**config.mk**
```make
export PLATFORM = sky130hd
export DESIGN_NAME = writeback_unit
export DESIGN_NICKNAME = d
export VERILOG_FILES = /design/src/rtl/writeback_unit_pkg.sv /design/src/rtl/writeback_unit_fifo.sv /design/src/rtl/writeback_unit.sv
export SDC_FILE = /design/constraint.sdc
export NUM_CORES = 1
export LEC_CHECK = 0
export ABC_AREA = 1
export ABC_CLOCK_PERIOD_IN_PS = 3580
export CAP_MARGIN = 20
export CORE_AREA = 2 2 170 138
export CTS_BUF_LIST = sky130_fd_sc_hd__clkbuf_4 sky130_fd_sc_hd__clkbuf_8 sky130_fd_sc_hd__clkbuf_16
export DETAILED_ROUTE_END_ITERATION = 8
export DIE_AREA = 0 0 172 140
export GPL_ROUTABILITY_DRIVEN = 0
export GPL_TIMING_DRIVEN = 0
export PLACE_DENSITY = 0.69
export RECOVER_POWER = 25
export SKIP_CTS_REPAIR_TIMING = 1
export SYNTH_ARGS = -nofsm -noshare
export SYNTH_HDL_FRONTEND = slang
export SYNTH_SLANG_ARGS = --single-unit
```
**constraint.sdc**
```tcl
create_clock -name clk -period 3.58 [get_ports clk]
set_clock_uncertainty 0.05 [all_clocks]
set_input_delay 0.716 -clock clk [delete_from_list [all_inputs] [get_ports clk]]
set_output_delay 0.716 -clock clk [all_outputs]
set_load 0.05 [all_outputs]
```
**src/rtl/writeback_unit_pkg.sv**
```systemverilog
// Shared types and defaults for the writeback path.
//   DWIDTH_DEF   default writeback data width
//   REG_W        register index width
//   reg_idx_t    architectural register index
//   wb_entry_t   buffered load result {rd, data} at the default width
package writeback_unit_pkg;

   localparam int DWIDTH_DEF = 32;
   localparam int REG_W      = 5;
   localparam int NUM_REGS   = 32;

   typedef logic [REG_W-1:0] reg_idx_t;

   typedef struct packed {
      reg_idx_t              rd;
      logic [DWIDTH_DEF-1:0] data;
   } wb_entry_t;

endpackage

```
**src/rtl/writeback_unit_fifo.sv**
```systemverilog
// Circular FIFO holding load results waiting for the register-file write port.
// Pointers carry an extra wrap bit so full and empty are distinguishable.
//   clk, rst          clock, synchronous active-high reset
//   push, push_data   write an entry at the tail (caller guarantees !full)
//   pop               drop the head entry (caller guarantees !empty)
//   head_data         current head entry
//   full, empty       occupancy flags
module wb_fifo #(
   parameter int DEPTH = 4,
   parameter int WIDTH = 37
) (
   input  logic             clk,
   input  logic             rst,
   input  logic             push,
   input  logic [WIDTH-1:0] push_data,
   input  logic             pop,
   output logic [WIDTH-1:0] head_data,
   output logic             full,
   output logic             empty
);

   localparam int AW = $clog2(DEPTH);

   logic [WIDTH-1:0] mem_q [DEPTH];
   logic [AW:0]      wr_ptr_q;
   logic [AW:0]      rd_ptr_q;

   assign empty     = (wr_ptr_q == rd_ptr_q);
   assign full      = (wr_ptr_q[AW] != rd_ptr_q[AW]) &&
                      (wr_ptr_q[AW-1:0] == rd_ptr_q[AW-1:0]);
   assign head_data = mem_q[rd_ptr_q[AW-1:0]];

   always_ff @(posedge clk) begin
      if (rst) begin
         wr_ptr_q <= '0;
         rd_ptr_q <= '0;
      end else begin
         if (push) wr_ptr_q <= wr_ptr_q + 1'b1;
         if (pop)  rd_ptr_q <= rd_ptr_q + 1'b1;
      end
   end

   // Storage needs no reset: entries are only read between push and pop.
   always_ff @(posedge clk) begin
      if (push) mem_q[wr_ptr_q[AW-1:0]] <= push_data;
   end

endmodule

```
**src/rtl/writeback_unit.sv**
```systemverilog
// Register-file writeback stage merging ALU results and buffered load results.
// ALU results have priority and no backpressure; load results queue in a FIFO.
// A starve counter stalls the ALU when a buffered load waits too long.
// A pending-register scoreboard tracks dispatched loads not yet written back.
//   clk, rst                             clock, synchronous active-high reset
//   alu_valid_i/alu_rd_i/alu_data_i      ALU result
//   mem_valid_i/mem_rd_i/mem_data_i      load result, handshake with mem_ready_o
//   pend_set_i/pend_rd_i                 load dispatched, destination pending
//   rs1_i/rs2_i -> rs1_busy_o/rs2_busy_o scoreboard queries (combinational)
//   alu_stall_o                          ALU must not present a result next cycle
//   regwren_o/rd_o/datawb_o              registered register-file write port
module writeback_unit
   import writeback_unit_pkg::*;
#(
   parameter int DWIDTH       = DWIDTH_DEF,
   parameter int DEPTH        = 4,
   parameter int STARVE_LIMIT = 8
) (
   input  logic              clk,
   input  logic              rst,
   input  logic              alu_valid_i,
   input  logic [4:0]        alu_rd_i,
   input  logic [DWIDTH-1:0] alu_data_i,
   input  logic              mem_valid_i,
   input  logic [4:0]        mem_rd_i,
   input  logic [DWIDTH-1:0] mem_data_i,
   output logic              mem_ready_o,
   input  logic              pend_set_i,
   input  logic [4:0]        pend_rd_i,
   input  logic [4:0]        rs1_i,
   input  logic [4:0]        rs2_i,
   output logic              rs1_busy_o,
   output logic              rs2_busy_o,
   output logic              alu_stall_o,
   output logic              regwren_o,
   output logic [4:0]        rd_o,
   output logic [DWIDTH-1:0] datawb_o
);

   localparam int EW = REG_W + DWIDTH;
   localparam int CW = $clog2(STARVE_LIMIT + 1);

   logic              fifo_push;
   logic              fifo_pop;
   logic              fifo_full;
   logic              fifo_empty;
   logic [EW-1:0]     fifo_head;
   reg_idx_t          head_rd;
   logic [DWIDTH-1:0] head_data;

   logic              wb_sel;
   reg_idx_t          sel_rd;
   logic [DWIDTH-1:0] sel_data;

   logic [NUM_REGS-1:0] pending_q;
   logic [NUM_REGS-1:0] pending_d;
   logic [CW-1:0]       starve_q;

   assign mem_ready_o = !fifo_full && !rst;
   assign fifo_push   = mem_valid_i && mem_ready_o;
   assign fifo_pop    = !rst && !alu_valid_i && !fifo_empty;
   assign head_rd     = fifo_head[EW-1:DWIDTH];
   assign head_data   = fifo_head[DWIDTH-1:0];

   wb_fifo #(
      .DEPTH (DEPTH),
      .WIDTH (EW)
   ) u_fifo (
      .clk       (clk),
      .rst       (rst),
      .push      (fifo_push),
      .push_data ({mem_rd_i, mem_data_i}),
      .pop       (fifo_pop),
      .head_data (fifo_head),
      .full      (fifo_full),
      .empty     (fifo_empty)
   );

   always_comb begin
      wb_sel   = alu_valid_i || fifo_pop;
      sel_rd   = head_rd;
      sel_data = head_data;
      if (alu_valid_i) begin
         sel_rd   = alu_rd_i;
         sel_data = alu_data_i;
      end
   end

   // A selected rd=0 still updates rd_o/datawb_o but never raises the enable.
   always_ff @(posedge clk) begin
      if (rst) begin
         regwren_o <= 1'b0;
         rd_o      <= '0;
         datawb_o  <= '0;
      end else if (wb_sel) begin
         regwren_o <= (sel_rd != '0);
         rd_o      <= sel_rd;
         datawb_o  <= sel_data;
      end else begin
         regwren_o <= 1'b0;
      end
   end

   // Set is applied after clear so a same-register set wins.
   always_comb begin
      pending_d = pending_q;
      if (fifo_pop)   pending_d[head_rd]   = 1'b0;
      if (pend_set_i) pending_d[pend_rd_i] = 1'b1;
      pending_d[0] = 1'b0;
   end

   always_ff @(posedge clk) begin
      if (rst) pending_q <= '0;
      else     pending_q <= pending_d;
   end

   assign rs1_busy_o = !rst && (pending_q[rs1_i] ||
                       (pend_set_i && (pend_rd_i == rs1_i) && (rs1_i != '0)));
   assign rs2_busy_o = !rst && (pending_q[rs2_i] ||
                       (pend_set_i && (pend_rd_i == rs2_i) && (rs2_i != '0)));

   always_ff @(posedge clk) begin
      if (rst || fifo_empty || fifo_pop) begin
         starve_q <= '0;
      end else if (starve_q != CW'(STARVE_LIMIT)) begin
         starve_q <= starve_q + 1'b1;
      end
   end

   // The counter holds at the limit until a pop, so the stall clears one
   // cycle after that pop.
   always_ff @(posedge clk) begin
      if (rst) alu_stall_o <= 1'b0;
      else     alu_stall_o <= !fifo_pop && (starve_q == CW'(STARVE_LIMIT));
   end

endmodule

```
# --- Yosys cells after proc, flatten, opt, wreduce, memory -nomap -nowiden ---
# Memory sizes are Yosys's and may differ from the RTL's. A register that Yosys moved wholly into a read port is not among the register bits.
# Index checks and enable logic that the tools add are counted.
# W data, S select, Z words.
word_totals:
  memories: 1
  mem_bits_ro: 0
  elab_cells: 74
  register_bits: 81
  latchBits: 0
  in_bits: 94
  mem_bits_rw: 148
classes:
  n_mux: 16
  eq_ne: 7
  n_div: 0
  n_mul: 0
  n_lt_le_gt_ge: 6
  n_shift: 0
  n_reduce_logical: 28
  n_bitwise: 4
  add_sub_neg: 3
mem_list:
  columns: ["memory", "depth", "width", "rd", "rd_clocked_by_memory_dff", "write_ports", "line_no", "text"]
  rows:
  - ["u_fifo.mem_q", 4, 37, 1, 1, 1, "writeback_unit_fifo.sv:24", "logic [WIDTH-1:0] mem_q [DEPTH];"]
ops:
  columns: ["cell", "count"]
  rows:
  - ["$mux W32", 3]
  - ["$and A32 B32 Y32", 1]
  - ["$not A32 Y32", 1]
  - ["$or A32 B32 Y32", 1]
  - ["$lt A5 B6 Y1 const B", 4]
  - ["$reduce_bool A5 Y1", 3]
  - ["$logic_and A1 B1 Y1", 14]
  - ["$bmux W1 S5", 2]
  - ["$demux W1 S5", 2]
  - ["$eq A5 B5 Y1", 2]
  - ["$ge A5 B1 Y1 const B", 2]
  - ["$add A3 B1 Y3 const B", 2]
  - ["$mux W1", 6]
  - ["$logic_not A1 Y1", 5]
  - ["$logic_or A1 B1 Y1", 5]
  - ["$mux W5", 1]
  - ["$add A4 B1 Y4 const B", 1]
  - ["$eq A4 B4 Y1 const B", 1]
  - ["$mux W2", 2]
  - ["$ne A4 B4 Y1 const B", 1]
  - ["$eq A3 B3 Y1", 1]
  - ["$eq A2 B2 Y1", 1]
  - ["$reduce_or A2 Y1", 1]
  - ["$ne A1 B1 Y1", 1]
  - ["$not A1 Y1", 1]

# --- Longest topological paths before layout ---
# Gate-level depths: netlist of run 1.
depth:
  word_depth: 9
  mapped_depth: 11
  mapped_depth_nobuf: 10

# --- By module ---
# From an unflattened synthesis of run 1, not the netlist that was laid out.
unflattened:
  cells_unflattened: 1073
  area_unflattened_um2: 10154.7
by_module_without_submodules:
  columns: ["mod", "instances", "area_per_inst_um2", "cells_each"]
  rows:
  - ["wb_fifo", 1, 6204.7, 484]
  - ["writeback_unit", 1, 3950.0, 589]

# --- Least setup slack after synthesis of run 1 ---
# No wires, ideal clock.
synth_timing:
  path_kind: "input -> register"
  from: "input port rst"
  to: "memory u_fifo.mem_q[0][0] (enable)"
  n_path_buf: 2
  required_time_ns: 3.099
  setup_slack_ns: -0.126
  arrival_ns: 3.225
  setup_ns: 0.431
  cell_stages: 7
  path_cell_list: "buf_2 inv_2 buf_2 o21ai_0 inv_2 nand2_1 nor2_1"
synth_via:
  elab_chain_cells: 5
synth_rtl:
  columns: ["element", "line_no", "text"]
  rows:
  - ["from (decl)", "writeback_unit.sv:20", "input logic rst,"]
  - ["$logic_not A1 Y1", "writeback_unit.sv:59", "assign mem_ready_o = !fifo_full && !rst;"]
  - ["$logic_and A1 B1 Y1", "writeback_unit.sv:59", null]
  - ["via mem_ready_o", "writeback_unit.sv:27", "output logic mem_ready_o,"]
  - ["$logic_and A1 B1 Y1", "writeback_unit.sv:60", "assign fifo_push = mem_valid_i && mem_ready_o;"]
  - ["$mux W1", "writeback_unit_fifo.sv:45", "if (push) mem_q[wr_ptr_q[AW-1:0]] <= push_data;"]
  - ["$mux W1 (implied by the code)", "writeback_unit_fifo.sv:45", null]
  - ["to (decl)", "writeback_unit_fifo.sv:24", null]
# The timed path passes the listed nets, and every way through them passes these cells.

# --- Final worst setup path of run 1 ---
layout_timing:
  from: "input port pend_rd_i[2]"
  to: "output port rs1_busy_o"
layout_via:
  elab_chain_cells: 5
layout_rtl:
  columns: ["element", "line_no", "text"]
  rows:
  - ["from (decl)", "writeback_unit.sv:29", "input logic [4:0] pend_rd_i,"]
  - ["$eq A5 B5 Y1", "writeback_unit.sv:118", "(pend_set_i && (pend_rd_i == rs1_i) && (rs1_i != '0)));"]
  - ["$logic_and A1 B1 Y1 (2 in series)", "writeback_unit.sv:118", null]
  - ["$logic_or A1 B1 Y1", "writeback_unit.sv:117", "assign rs1_busy_o = !rst && (pending_q[rs1_i] ||"]
  - ["$logic_and A1 B1 Y1", "writeback_unit.sv:117", null]
  - ["to (decl)", "writeback_unit.sv:32", "output logic rs1_busy_o,"]
# No other way between the ends.

==> results of run 1 <==
-- sequential cells by signal, summed over array words and instances, names as in the netlist, named ones only --
signal,count
u_fifo.rd_ptr_q,3
pending_q,31
alu_stall_o,1
datawb_o,32
rd_o,5
regwren_o,1
u_fifo.wr_ptr_q,3
u_fifo.mem_q,148
starve_q,4
-- worst min path at each step --
stage / start / to / slack [ns]
final: rst / pending_q[1] / 0.42
after global routing: rst / pending_q[2] / 0.43
after CTS: rst / pending_q[1] / 0.41
after detailed placement: pending_q[11] / pending_q[11] / 0.42
after global placement: pending_q[22] / pending_q[22] / 0.42
after floorplan: pending_q[2] / pending_q[2] / 0.40
-- layout make-up --
class                      count  area share [%]
antenna                        3          0.0597
buffer                        58            2.16
clock buffer                  30            5.29
clock inverter                14            1.27
inverter                      45            1.34
multi-input combinational    729            27.3
sequential                   230            48.4
tap                          306            3.05
timing repair buffer         132            11.1
-- per-stage QoR --
stage	cell area [µm²]	util [%]	std cells
3_3_place_gp	11600	52.0	1496
5_1_grt	12600	56.3	1546
3_5_place_dp	11700	52.6	1500
4_1_cts	12600	56.3	1544
6_report	12600	56.3	1547
2_1_floorplan	9930	-	1062
-- layout by cell type (no fill, tap or decap), types with 22 or more instances in the layout --
cell type | netlist | routed
o21ai_0 | 90 | 90
o22ai_1 | 35 | 35
clkdlybuf4s50_1 | 0 | 99
clkbuf_1 | 28 | 28
edfxtp_1 | 148 | 148
a21oi_1 | 48 | 48
nand2_1 | 292 | 292
dlygate4sd3_1 | 0 | 27
dfxtp_1 | 82 | 82
a31oi_1 | 33 | 33
inv_1 | 33 | 33
clkbuf_16 | 0 | 24
buf_2 | 22 | 22
nor2_1 | 78 | 74
nand3_1 | 87 | 87
-- cells by family after synthesis --
logic type               count (synthesis)  share of synthesized area [%]
AO/OA/AOI/OAI                          226                           12.2
XOR/XNOR                                 4                          0.353
adder cells (fa/ha/maj)                  7                          0.882
buffers and inverters                  103                           4.43
flip-flops                             230                           61.3
AND/OR/NAND/NOR                        492                           20.8
-- metal layers --
layer | part of all wire (%) | vias up | wire [µm]
met1 | 45 | 3892 | 12400
met3 | 8.2 | 57 | 2260
met5 | 0.083 | - | 23
met4 | 2.5 | 4 | 691
li1 | - | 4007 | -
met2 | 45 | 359 | 12300
-- power groups by stage --
stage | registers, mW | logic (mW) | clock network, mW
4_1_cts | 2.97 | 0.933 | 2.58
5_1_grt | 2.98 | 0.996 | 2.70
3_5_place_dp | 3.03 | 0.928 | 0
6_report | 2.97 | 0.930 | 2.55
2_1_floorplan | 3.19 | 0.374 | 0
3_3_place_gp | 3.03 | 0.908 | 0
==> impl_metrics.py, run 1 <==
metrics = {
    "clock_tree": {
        "cts_tree": "yes",
        "cts_buffer_depth": 3,
        "clock_latency_ns": 0.52,
        "clk_pin_slew_ns": 0.06,
        "cts.sinks": 230,
        "h-tree-depth": 1,
        "cts_made_buffers": 24,
        "cts_root_buffer": "clkbuf_16",
    },
    "finish": {
        "area_growth_pct": 26.5,
        "multiInputGateArea_um2": 3440,
        "final.fill_count": 1932,
        "seqCellArea_um2": 6090,
        "num-nets-final": 1321,
        "post_route_cells_drive_above_1_share_pct": 8.64,
    },
    "synthesis": {
        "synth_top_area_share_pct": 44.7,
        "synth_seq_cells": 230,
        "syn_nets": 1163,
        "ys_seq_area_share_pct": 61.3,
        "async_flop_share_pct": 0,
        "yosysWarnings": 0,
        "synthFlopType": "edfxtp_1",
        "syn_area_per_cell_um2": 9.35,
        "yosysMostFrequentCell": "nand2_1",
        "syn_inst": 1062,
        "synth_edf_count": 148,
        "synth_area_leaders": "edfxtp_1 45%, dfxtp_1 17%, nand2_1 11%",
        "synthTopCellsByCount": "292 x nand2_1, 148 x edfxtp_1, 90 x o21ai_0",
        "synth.distinct_cells": 29,
        "syn-cell-area_um2": 9930,
        "yosysTopAreaCell": "edfxtp_1",
    },
    "die": {
        "die_area_um2": 24100,
        "row_count": 49,
        "ioPinCount": 136,
        "core_area_um2": 22300,
        "die_w_um": 172,
        "die_y_um": 140,
        "initial_core_util_pct": 44.5,
    },
    "timing": {
        "max_freq_ghz": 0.302,
        "finalHoldViolCount": 0,
        "fin_crit_sh_pct": 92.4,
        "maxSlewHeadroom_pct": 21.2,
        "fin_tns_setup_ns": 0,
        "slew_violations": 0,
        "setup_ws_ns": 0.272,
        "rsz0062_at_grt": "false",
        "setup_viol": 0,
        "worstMarginPinSlew_ns": 1.17,
        "holdWs_ns": 0.416,
        "finalCriticalPeriod_ns": 3.31,
    },
    "power_and_ir_drop": {
        "power_per_cell_area_nw_per_um2": 514,
        "switching_power_mw": 1.68,
        "p_total_mw": 6.45,
        "p_int_mw": 4.78,
        "ir_drop_v": 0.000369,
        "swShare_pct": 26.0,
        "p_comb_share_pct": 14.4,
        "power.leakage_nw": 4.49,
        "clockPowerShare_pct": 39.5,
        "p_seq_share_pct": 46.1,
    },
    "global_route": {
        "use_met2_pct": 34.6,
        "use_met3_pct": 3.96,
        "overflow": 0,
        "grt_usage_pct": 22.6,
        "antenna_found_initial": 5,
        "grt_first_pass_wirelength_mm": 42.3,
        "grt_max_degree": 24,
        "gr-usage-met1_pct": 33.6,
        "top_usage_layer": "met2",
        "grt_pass1_vias": 7718,
    },
    "setup_path": {
        "worst-setup-path-type": "primary input to output pin",
        "reg2reg_from": "u_fifo.wr_ptr_q[1]",
        "reg2reg_to": "u_fifo.mem_q[2][18]",
        "crit_top_cell": "nand3_1",
        "cp_top_family": "buffers and inverters",
        "endpoint": "rs1_busy_o",
        "end_kind": "output pin",
        "r2r_slack_ns": 1.04,
        "path_cells": "clkdlybuf4s50_1 -> inv_1 -> a21oi_1 -> nand3_1 -> a21oi_1 -> nand3_1 -> nand3_1 -> nand2_1 -> inv_1 -> dlymetal6s2s_1",
        "reg2reg_depth": 9,
        "cpMaxStageDelayCell": "clkdlybuf4s50_1",
        "cp_max_fo": 7,
        "cp_num_cells": 10,
        "worstPathRequired_ns": 2.81,
        "critical_path.startpoint": "pend_rd_i[2]",
        "cp.buffers_inverters": 4,
        "worstPathArrival_ns": 2.54,
        "critPathMaxStageDelay_ns": 0.59,
        "crit_path_start_kind": "primary input",
    },
    "drt": {
        "vias_per_cell": 5.38,
        "wirelength_mm": 27.7,
        "drt_iter0_markers": 1022,
        "num_vias": 8319,
        "drc": 0,
        "ant_nets": 0,
        "wl_per_cell_um": 17.9,
        "firstDrtPassIters": 5,
    },
    "worst_hold_path": {
        "hold_path_depth": 2,
        "hp-class": "primary input to flop",
    },
    "placement": {
        "numPortBuffers": 128,
        "dp_worst_setup_slack_ns": -0.0799,
        "dpl.hpwl_mm": 18.8,
    },
    "job": {
        "cap_violations": 0,
    },
    "status": {
        "status": "completed",
    },
}
(Power assumes the default switching activity.)
==> inputs of run 2 (changes only) <==
--- a/config.mk
+++ b/config.mk
@@ -8,15 +8,16 @@
 export ABC_AREA = 1
 export ABC_CLOCK_PERIOD_IN_PS = 3580
 export CAP_MARGIN = 20
-export CORE_AREA = 2 2 170 138
+export CORE_AREA = 2 2 180 146
 export CTS_BUF_LIST = sky130_fd_sc_hd__clkbuf_4 sky130_fd_sc_hd__clkbuf_8 sky130_fd_sc_hd__clkbuf_16
+export CTS_CLUSTER_DIAMETER = 200
 export DETAILED_ROUTE_END_ITERATION = 8
-export DIE_AREA = 0 0 172 140
+export DIE_AREA = 0 0 182 148
 export GPL_ROUTABILITY_DRIVEN = 0
 export GPL_TIMING_DRIVEN = 0
-export PLACE_DENSITY = 0.69
 export RECOVER_POWER = 25
 export SKIP_CTS_REPAIR_TIMING = 1
+export SLEW_MARGIN = 30
 export SYNTH_ARGS = -nofsm -noshare
 export SYNTH_HDL_FRONTEND = slang
 export SYNTH_SLANG_ARGS = --single-unit
==> run 2 against run 1 <==
Non-clock buffer count is 4 higher. Final cell count is 1.6% higher. Count of clock-buffer cells in the layout is 4 higher. Sequential power hardly changed. Sequential cell count stayed put. Global-route usage is 1.4 points lower. Design area is 1.0% higher. Routed wire length is 4.0% higher. Largest power group unchanged.
==> impl_metrics.py, run 2 (synthesis gave the netlist of run 1 again) <==
metrics = {
    "timing": {
        "finalHoldViolCount": 0,
        "rsz0062_at_grt": "false",
        "slew_violations": 0,
        "setup_viol": 0,
        "maxSlewHeadroom_pct": 42.6,
        "worstMarginPinSlew_ns": 0.856,
        "max_freq_ghz": 0.301,
        "fin_crit_sh_pct": 92.9,
        "finalCriticalPeriod_ns": 3.33,
    },
    "global_route": {
        "grt_pass1_vias": 7701,
        "overflow": 0,
        "grt_usage_pct": 21.2,
        "grt_first_pass_wirelength_mm": 44.4,
        "grt_max_degree": 19,
        "antenna_found_initial": 8,
    },
    "job": {
        "cap_violations": 0,
    },
    "clock_tree": {
        "cts.sinks": 230,
        "cts_buffer_depth": 3,
        "cts_tree": "yes",
        "clk_pin_slew_ns": 0.06,
        "cts_root_buffer": "clkbuf_16",
        "clock_latency_ns": 0.52,
        "h-tree-depth": 1,
        "cts_made_buffers": 24,
    },
    "die": {
        "die_area_um2": 26900,
        "core_area_um2": 25100,
        "initial_core_util_pct": 39.5,
        "die_w_um": 182,
        "row_count": 52,
        "ioPinCount": 136,
        "die_y_um": 148,
    },
    "power_and_ir_drop": {
        "power_per_cell_area_nw_per_um2": 506,
        "ir_drop_v": 0.000332,
        "power.leakage_nw": 4.54,
    },
    "finish": {
        "layout_commonest_cell": "nand2_1",
        "area_growth_pct": 27.8,
        "num-nets-final": 1325,
        "post_route_cells_drive_above_1_share_pct": 9.18,
        "largest_reg_flops": 148,
        "multiInputGateArea_um2": 3440,
        "seqCellArea_um2": 6090,
        "design_area_um2": 12700,
        "layout_common_cells": "292 x nand2_1, 148 x edfxtp_1, 99 x clkdlybuf4s50_1",
        "final.fill_count": 2307,
        "final_core_util_pct": 50.6,
    },
    "drt": {
        "wirelength_mm": 28.8,
        "num_vias": 8338,
        "firstDrtPassIters": 5,
        "drt_iter0_markers": 882,
        "ant_nets": 0,
        "wl_per_cell_um": 18.3,
        "drc": 0,
        "vias_per_cell": 5.31,
    },
    "setup_path": {
        "crit_path_start_kind": "primary input",
        "worstPathArrival_ns": 2.56,
        "cp_max_fo": 7,
        "worstPathRequired_ns": 2.81,
        "worst-setup-path-type": "primary input to output pin",
        "end_kind": "output pin",
    },
    "placement": {
        "dpl_cell_area_um2": 11900,
        "numPortBuffers": 128,
        "dpl.hpwl_mm": 20.0,
    },
    "status": {
        "status": "completed",
    },
    "worst_hold_path": {
        "hp-class": "primary input to flop",
    },
}
run 2: changes by cell type in the layout (fill, tap and decap cells not counted), moves of 2 or more:
cell and change:
bufinv_16 -2, diode_2 +2, buf_16 +5, clkinvlp_4 -2
clkbuf_4 +2, clkinv_2 +2, clkinv_1 -2
run 2: final timing paths:
check | slack (ns) | start | endpoint | cells after the start
max | 0.25 | pend_rd_i[2] | rs1_busy_o | 10
min | 0.42 | rst | pending_q[1] | 2
max reg2reg | 1.27 | u_fifo.wr_ptr_q[1] | u_fifo.mem_q[2][28] | 10
min reg2reg | 0.43 | pending_q[30] | pending_q[30] | 2
run 2: report_power, final:
part	switching (mW)	internal [mW]	total, mW
Sequential	0.0483	2.92	2.97
Clock	1.03	1.47	2.50
Combinational	0.626	0.322	0.948
Total	1.70	4.72	6.42
run 2: metrics by stage:
step,power (mW),TNS (ns),instances,worst slack [ns],hold slack (ns)
floorplan,3.57,-18.65,1062,-0.126,0.402
global placement,3.95,-244.87,1514,-1.78,0.417
detailed placement,3.98,-0.152,1522,-0.100,0.424
CTS,6.45,-0.175,1566,-0.113,0.408
global route,6.64,0,1568,0.0934,0.420
finish,6.42,0,1571,0.255,0.420
run 2: layout make-up:
type / instances / share of cell area (%)
sequential: 230 / 47.9
multi-input combinational: 729 / 27.1
timing repair buffer: 136 / 11.9
clock buffer: 34 / 5.66
tap: 324 / 3.19
buffer: 58 / 2.14
inverter: 45 / 1.33
clock inverter: 10 / 0.690
antenna: 5 / 0.0985
run 2: per-layer routing:
| layer | up-vias | share of wire, % | track usage [%] | wire length (µm) |
|---|---|---|---|---|
| li1 | 4017 | - | - | - |
| met1 | 3945 | 48 | 32.3 | 13800 |
| met2 | 318 | 42 | 30.6 | 12000 |
| met3 | 52 | 7.7 | 4.29 | 2220 |
| met4 | 6 | 2.5 | 5.56 | 711 |
| met5 | - | 0.14 | 0 | 40 |
run 2: critical path, cell delays in order:
cell and delay, ns:
clkdlybuf4s50_1 0.58, inv_1 0.17, a21oi_1 0.16, nand3_1 0.08
a21oi_1 0.13, nand3_1 0.09, nand3_1 0.09, nand2_1 0.05
inv_1 0.07, dlymetal6s2s_1 0.41
==> inputs of run 3 (changes only) <==
--- a/config.mk
+++ b/config.mk
@@ -6,7 +6,7 @@
 export NUM_CORES = 1
 export LEC_CHECK = 0
 export ABC_AREA = 1
-export ABC_CLOCK_PERIOD_IN_PS = 3580
+export ABC_CLOCK_PERIOD_IN_PS = 4050
 export CAP_MARGIN = 20
 export CORE_AREA = 2 2 180 146
 export CTS_BUF_LIST = sky130_fd_sc_hd__clkbuf_4 sky130_fd_sc_hd__clkbuf_8 sky130_fd_sc_hd__clkbuf_16
==> constraint.sdc (replaced) <==
create_clock -name clk -period 4.05 [get_ports clk]
set_clock_uncertainty 0.05 [all_clocks]
set_input_delay 0.81 -clock clk [delete_from_list [all_inputs] [get_ports clk]]
set_output_delay 0.81 -clock clk [all_outputs]
set_load 0.05 [all_outputs]
==> run 3 against run 2 <==
Sequential cell count stayed put. First-iteration DRC count stayed put. Worst setup slack worse by 0.062 ns. Utilization hardly changed. Routed wire length is 0.16% lower. Die area stayed put.
==> impl_metrics.py, run 3 (synthesis gave the netlist of run 1 again) <==
metrics = {
    "status": {
        "status": "completed",
    },
    "drt": {
        "wirelength_mm": 28.7,
        "firstDrtPassIters": 6,
        "vias_per_cell": 5.30,
        "wl_per_cell_um": 18.3,
        "drc": 0,
        "ant_nets": 0,
        "drt_iter0_markers": 882,
        "num_vias": 8333,
    },
    "die": {
        "die_w_um": 182,
        "die_y_um": 148,
        "initial_core_util_pct": 39.5,
        "die_area_um2": 26900,
        "core_area_um2": 25100,
        "row_count": 52,
        "ioPinCount": 136,
    },
    "setup_path": {
        "reg2reg_to": "u_fifo.mem_q[2][28]",
        "worstPathRequired_ns": 3.19,
        "worstPathArrival_ns": 3.00,
        "end_kind": "output pin",
        "worst-setup-path-type": "primary input to output pin",
        "cp_max_fo": 7,
        "reg2reg_depth": 10,
        "critical_path.startpoint": "rs2_i[2]",
        "endpoint": "rs2_busy_o",
        "reg2reg_from": "u_fifo.wr_ptr_q[1]",
        "r2r_slack_ns": 1.75,
        "crit_path_start_kind": "primary input",
    },
    "clock_tree": {
        "cts_tree": "yes",
        "cts_root_buffer": "clkbuf_16",
        "cts_buffer_depth": 3,
        "clock_latency_ns": 0.52,
        "h-tree-depth": 1,
        "cts.sinks": 230,
        "clk_pin_slew_ns": 0.06,
        "cts_made_buffers": 24,
    },
    "placement": {
        "dpl.cell_count": 1522,
        "dpl.hpwl_mm": 20.0,
        "numPortBuffers": 128,
        "dp_worst_setup_slack_ns": 0.182,
    },
    "timing": {
        "max_freq_ghz": 0.259,
        "setup_viol": 0,
        "fin_tns_setup_ns": 0,
        "maxSlewHeadroom_pct": 43.3,
        "finalCriticalPeriod_ns": 3.86,
        "setup_ws_ns": 0.193,
        "slew_violations": 0,
        "fin_crit_sh_pct": 95.2,
        "worstMarginPinSlew_ns": 0.845,
        "rsz0062_at_grt": "false",
        "finalHoldViolCount": 0,
    },
    "finish": {
        "post_route_cells_drive_above_1_share_pct": 9.18,
        "largest_reg_flops": 148,
        "layout_commonest_cell": "nand2_1",
        "final_core_util_pct": 50.5,
        "num-nets-final": 1325,
        "layout_common_cells": "292 x nand2_1, 148 x edfxtp_1, 100 x clkdlybuf4s50_1",
        "fin_cells": 1571,
        "final.fill_count": 2307,
        "area_growth_pct": 27.8,
    },
    "power_and_ir_drop": {
        "power_per_cell_area_nw_per_um2": 447,
        "power.leakage_nw": 4.53,
        "p_total_mw": 5.67,
        "ir_drop_v": 0.000294,
    },
    "global_route": {
        "antenna_found_initial": 8,
        "overflow": 0,
        "grt_usage_pct": 21.2,
        "grt_pass1_vias": 7701,
        "grt_first_pass_wirelength_mm": 44.4,
        "grt_max_degree": 19,
    },
    "job": {
        "cap_violations": 0,
    },
    "worst_hold_path": {
        "hp-class": "flop to flop",
    },
}
==> run 3: cell types whose count changed in the layout (fill, tap and decap cells not counted) <==
cell	delta
clkdlybuf4s50_1	+1
dlymetal6s2s_1	-1
==> run 3: worst min path at each step <==
stage | start | end | slack [ns] | cells after the start
2_1_floorplan | pending_q[2] | pending_q[2] | 0.40 | 2
3_3_place_gp | pending_q[22] | pending_q[22] | 0.42 | 2
3_5_place_dp | pending_q[30] | pending_q[30] | 0.42 | 2
4_1_cts | pending_q[4] | pending_q[4] | 0.43 | 2
5_1_grt | pending_q[4] | pending_q[4] | 0.44 | 2
6_report | pending_q[30] | pending_q[30] | 0.43 | 2
==> run 3: per-layer routing <==
layer / vias to the layer above / global-route usage [%] / part of all wire (%)
li1: 4018 / - / -
met1: 3941 / 32.3 / 48
met2: 320 / 30.6 / 42
met3: 48 / 4.29 / 7.6
met4: 6 / 5.56 / 2.4
met5: - / 0 / 0.14
==> run 3: final cells by class <==
| type | instances | area (µm²) | share of cell area [%] |
|---|---|---|---|
| diodes | 5 | 12.5 | 0.0986 |
| plain buffers | 58 | 272 | 2.14 |
| repair buffers | 136 | 1500 | 11.8 |
| flip-flops and latches | 230 | 6090 | 47.9 |
| clock buffers | 34 | 718 | 5.66 |
| inverters | 45 | 169 | 1.33 |
| well taps | 324 | 405 | 3.19 |
| multi-input cells | 729 | 3440 | 27.1 |
| clock inverters | 10 | 87.6 | 0.690 |
==> run 3: critical path: stages <==
cell,delay [ns]
clkdlybuf4s50_1,0.60
inv_1,0.23
o22ai_1,0.10
nor3_1,0.19
nand2_1,0.07
nand3_1,0.08
nand2_1,0.05
inv_1,0.07
clkdlybuf4s50_1,0.79
==> run 3: power by group <==
part           internal (mW)  total [mW]  switching (mW)  leakage [nW]
sequential              2.58        2.63          0.0427          2.02
clock                   1.30        2.21           0.906         0.408
combinational          0.284       0.838           0.553          2.10
==> run 3: stage by stage <==
| stage | cell area [µm²] | hold slack (ns) |
|---|---|---|
| floorplan | 9930 | 0.402 |
| detailed placement | 11900 | 0.424 |
| global route | 12700 | 0.444 |
| CTS | 12700 | 0.433 |
| finish | 12700 | 0.432 |
| global placement | 11600 | 0.417 |
